<file path="src/rtl/fetch_unit.sv">
// Instruction-fetch stage: owns the PC, requests words from instruction
// memory and hands them to the IF/ID register, with delayed branches.
//
// Ports:
//   clock, reset          rising-edge clock, synchronous active-high reset
//   stall[5:0]            stall vector; only stall[0] (IF/ID hold) is used
//   branch_flag           one-cycle redirect pulse from ID
//   branch_target         redirect address (low two bits ignored)
//   imem_req/imem_addr    fetch request, held with a stable address until ack
//   imem_ack/imem_rdata   memory response, data valid with ack
//   if_pc_read_data       PC of the word presented to IF/ID
//   if_instruction        presented word, NOP_WORD when none is held
//   stall_request_from_if high while IF has no word to hand over
module fetch_unit #(
    parameter logic [31:0] RESET_PC = 32'h0000_0000,
    parameter logic [31:0] NOP_WORD = 32'h0000_0000
) (
    input  logic        clock,
    input  logic        reset,
    input  logic [5:0]  stall,
    input  logic        branch_flag,
    input  logic [31:0] branch_target,
    output logic        imem_req,
    output logic [31:0] imem_addr,
    input  logic        imem_ack,
    input  logic [31:0] imem_rdata,
    output logic [31:0] if_pc_read_data,
    output logic [31:0] if_instruction,
    output logic        stall_request_from_if
);

    typedef enum logic [1:0] {
        S_IDLE,
        S_REQ,
        S_HOLD
    } state_t;

    state_t      state;
    logic [31:0] pc;
    logic [31:0] inst_buf;
    logic        valid;
    logic        pend_flag;
    logic [31:0] pend_target;

    logic        consume;
    logic [31:0] target;
    logic [31:0] next_pc;
    logic        unused_bits;

    assign target      = {branch_target[31:2], 2'b00};
    assign unused_bits = ^{stall[5:1], branch_target[1:0]};

    // IF/ID takes the held word at this edge.
    assign consume = (state == S_HOLD) && !stall[0];

    // A live pulse beats a stored one: it is the most recent redirect.
    always_comb begin
        next_pc = pc + 32'd4;
        if (branch_flag) begin
            next_pc = target;
        end else if (pend_flag) begin
            next_pc = pend_target;
        end
    end

    always_ff @(posedge clock) begin
        if (reset) begin
            state       <= S_IDLE;
            pc          <= RESET_PC;
            inst_buf    <= NOP_WORD;
            valid       <= 1'b0;
            pend_flag   <= 1'b0;
            pend_target <= 32'h0;
        end else begin
            unique case (state)
                S_IDLE: begin
                    state <= S_REQ;
                end
                S_REQ: begin
                    if (imem_ack) begin
                        inst_buf <= imem_rdata;
                        valid    <= 1'b1;
                        state    <= S_HOLD;
                    end
                end
                S_HOLD: begin
                    if (!stall[0]) begin
                        pc    <= next_pc;
                        valid <= 1'b0;
                        state <= S_REQ;
                    end
                end
                default: begin
                    state <= S_IDLE;
                end
            endcase

            // Redirect is consumed with the delay-slot word, else parked.
            if (consume) begin
                pend_flag <= 1'b0;
            end else if (branch_flag) begin
                pend_flag   <= 1'b1;
                pend_target <= target;
            end
        end
    end

    assign imem_req              = (state == S_REQ);
    assign imem_addr             = pc;
    assign if_pc_read_data       = pc;
    assign if_instruction        = valid ? inst_buf : NOP_WORD;
    assign stall_request_from_if = (state != S_HOLD);

endmodule
</file>
<file path="config.mk">
export PLATFORM = sky130hd
export DESIGN_NAME = fetch_unit
export DESIGN_NICKNAME = d
export VERILOG_FILES = /design/src/rtl/fetch_unit.sv
export SDC_FILE = /design/constraint.sdc
export NUM_CORES = 1
export LEC_CHECK = 0
export CAP_MARGIN = 25
export CORE_UTILIZATION = 43
export CTS_BUF_LIST = sky130_fd_sc_hd__clkbuf_8
export DETAILED_ROUTE_END_ITERATION = 12
export GPL_ROUTABILITY_DRIVEN = 0
export PLACE_DENSITY = 0.8
export SYNTH_ARGS = -nofsm -noshare
export SYNTH_HDL_FRONTEND = slang
export SYNTH_SLANG_ARGS = --single-unit
</file>
<file path="constraint.sdc">
create_clock -name clock -period 1.77 [get_ports clock]
set_input_delay 0.2655 -clock clock [delete_from_list [all_inputs] [get_ports clock]]
set_output_delay 0.2655 -clock clock [all_outputs]
set_load 0.01 [all_outputs]
</file>
==> flow_metrics.env, run 1 <==
export IMPL_status="finished clean"
export IMPL_area_delta_synth_final_pct=45.5
export IMPL_tightest_slew_ns=0.589
export IMPL_cp_required_ns=2.04
export IMPL_dieWidth_um=109
export IMPL_antenna_found_initial=0
export IMPL_layout_drive_gt1_share_pct=15.5
export IMPL_crit_arrival_ns=2.01
export IMPL_ys_types=52
export IMPL_cts_tree="done"
export IMPL_synthTopCellsByArea="dfxtp_1 39%, nand2_1 11%, a21oi_1 11%"
export IMPL_synth_edf_count=0
export IMPL_drc_errors=0
export IMPL_final_nets=920
export IMPL_clock_fmax_mhz=575
export IMPL_cts_clk_slew_worst_paths_ns=0.10
export IMPL_clk_latency_ns=0.37
export IMPL_fin_ws_ns=0.0300
export IMPL_synth_adder_area_share_pct=0.252
export IMPL_crit_fanout=13
export IMPL_syn_mean_instance_area_um2=7.40
export IMPL_die_area_um2=12000
export IMPL_synthesis_area_um2=4960
export IMPL_max_stage_delay_ns=0.56
export IMPL_synth_common_cells="152 x nand2_1, 107 x a21oi_1, 96 x dfxtp_1, 40 x clkbuf_1"
export IMPL_row_count=38
export IMPL_initialDrtViolationCount=546
export IMPL_synth_top_family_by_area="simple AND/OR/NAND/NOR gates"
export IMPL_io_pins=172
export IMPL_synth_xor_area_share_pct=1.94
export IMPL_setup_viol=0
export IMPL_powerDensity_nw_per_um2=605
export IMPL_cts_hold_buf=0
export IMPL_ys_seq_area_share_pct=38.7
export IMPL_cts_htree_levels=3
export IMPL_muxShareOfSynthArea_pct=0.403
export IMPL_leakage_nw=2.86
export IMPL_final_area_um2=7220
export IMPL_hold_violations=0
export IMPL_grt_pass1_wl_um=25300
export IMPL_period_minus_slack_ns=1.74
export IMPL_relSlewSlack_pct=60.6
export IMPL_start_util_pct=45.0
export IMPL_synth_top_flop_cell="dfxtp_1"
export IMPL_synth_most_common_cell="nand2_1"
export IMPL_fin_crit_sh_pct=98.3
export IMPL_drtAntennaViolNets=0
export IMPL_cp_num_buf_inv=0
export IMPL_core_area_um2=11000
export IMPL_die_y_um=109
export IMPL_netlist_area_leader_share_pct=38.7
export IMPL_post_route_util_pct=65.5
export IMPL_crit_family="simple AND/OR/NAND/NOR gates"
export IMPL_drt_vias_per_instance=5.62
export IMPL_hold_path_class="primary input to register"
export IMPL_grt_pass1_vias=5139
export IMPL_finalWirelength_um=16100
export IMPL_dp_hpwl_um=12100
export IMPL_finalClockSkew_ns=0.0114
export IMPL_crit_chain="nor2b_2 -> a22oi_1 -> nand3_1 -> o21ai_0 -> a211oi_1"
export IMPL_rsz0062_at_grt="yes"
export IMPL_dr_pass1_iters=5
export IMPL_cts_max_path_buffers=2
export IMPL_dr_total_vias=5564
export IMPL_grt_overflow_total=0
export IMPL_pre_cts_ws_ns=-0.500
export IMPL_wire_per_inst_um=16.3
export IMPL_root_buffer="clkbuf_8"
export IMPL_cap_violations=0
export IMPL_yosysWarnings=0
export IMPL_cts_buffers=9
export IMPL_cp_start_kind="register"
export IMPL_final_max_slew_viol_count=0
export IMPL_slowest_stage="nor2b_2"
export IMPL_synth_top_area_cell="dfxtp_1"
export IMPL_synth_simple_area_share_pct=27.1
export IMPL_port_buffers=160
export IMPL_grt_max_degree=52
export IMPL_synth_compound_area_share_pct=22.1
export IMPL_gr_usage_all_layers_pct=27.1
export IMPL_synth_async_reset_ratio_pct=0
export IMPL_antenna_cells=0
export IMPL_vdd_ir_drop_max_mv=0.386
export IMPL_cts_sinks=96
export IMPL_ys_ff_latch=96
export IMPL_dpl_cell_area_um2=7000
export IMPL_end_kind="register"
export IMPL_syn_instance_count=671
export IMPL_worstSetupPathType="register to register"
-- repair_timing --
item	4_1_cts	5_1_grt
pin swaps	3	2
resized for setup	49	11
setup endpoints to repair	43	13
hold endpoints to repair	0	0
buffers inserted	1	1
gates cloned	1	1
-- state kept, by name (all words and copies together), names as in the netlist --
register	cells
if_pc_read_data	30
pend_flag	1
pend_target	30
inst_buf	32
state	2
valid	1
-- metrics by stage --
step	TNS [ns]	hold WS, ns	cells	power [mW]
floorplan	0	0.401	674	2.70
global placement	-4.92	0.437	970	3.07
detailed placement	-7.37	0.443	970	3.10
CTS	0	0.307	988	4.37
global route	-0.199	0.332	990	4.56
finish	0	0.321	990	4.37
-- path summary, 6_finish.rpt --
path	start	to	slack [ns]	cells after the start
hold / removal	reset	pend_target[14]	0.32	2
setup reg to reg	pend_flag	if_pc_read_data[26]	0.03	5
hold reg to reg	inst_buf[13]	inst_buf[13]	0.46	2
setup / recovery	pend_flag	if_pc_read_data[26]	0.03	5
-- metal layers --
metal	wire length, µm	global-route usage [%]	vias to the layer above	share of wire (%)
met1	6590	35.4	2595	41
met5	0	0	-	0
met4	284	8.29	0	1.8
met3	1610	6.22	30	10
met2	7650	44.2	306	47
li1	-	-	2633	-
-- layout by cell type, fill, tap and decap left out, drive strengths merged, types with 8 or more instances in the layout --
cell           netlist  final
xor2                 9      9
nand3               12     12
clkbuf              41      9
and3                 8      8
nor3                10     10
nor2                29     29
nand2              152    152
dlygate4sd2          0     34
a21oi              107    107
buf                 41     83
and2                34     34
dfxtp               96     96
clkdlybuf4s50        0    125
nand4               12     12
a211oi               9      9
inv                  8     13
o21ai               21     21
-- layout make-up --
class | instances | area (µm²)
Fill cell | 943 | 3810
Multi-Input combinational cell | 488 | 2640
Timing Repair Buffer | 242 | 2240
Sequential cell | 96 | 1970
Tap cell | 140 | 175
Clock buffer | 9 | 124
Clock inverter | 7 | 46.3
Inverter | 8 | 30.0
-- logic make-up (layout without fill, tap and decap cells) --
| kind of cell | count (synthesis) | count (layout) |
|---|---|---|
| other | 1 | 4 |
| muxes | 2 | 2 |
| DFF | 96 | 96 |
| and+or+nand+nor | 284 | 284 |
| xor gates and xnor gates | 11 | 11 |
| buffers and inverters | 90 | 266 |
| adders and majority gates | 1 | 1 |
| AOI/OAI and AO/OA | 186 | 186 |
-- power breakdown --
part	leakage (nW)	internal (mW)	switching, mW
combinational	1.98	0.373	0.385
sequential	0.795	2.24	0.0581
clock	0.0930	0.514	0.797
Note: power is estimated with default switching activity, not from simulation.
==> run 2, diff against run 1 <==
--- a/config.mk
+++ b/config.mk
@@ -5,7 +5,6 @@
 export SDC_FILE = /design/constraint.sdc
 export NUM_CORES = 1
 export LEC_CHECK = 0
-export CAP_MARGIN = 25
 export CORE_UTILIZATION = 43
 export CTS_BUF_LIST = sky130_fd_sc_hd__clkbuf_8
 export DETAILED_ROUTE_END_ITERATION = 12
==> results of run 2 <==
Final layout, timing and power as in run 1 (identical DEF).
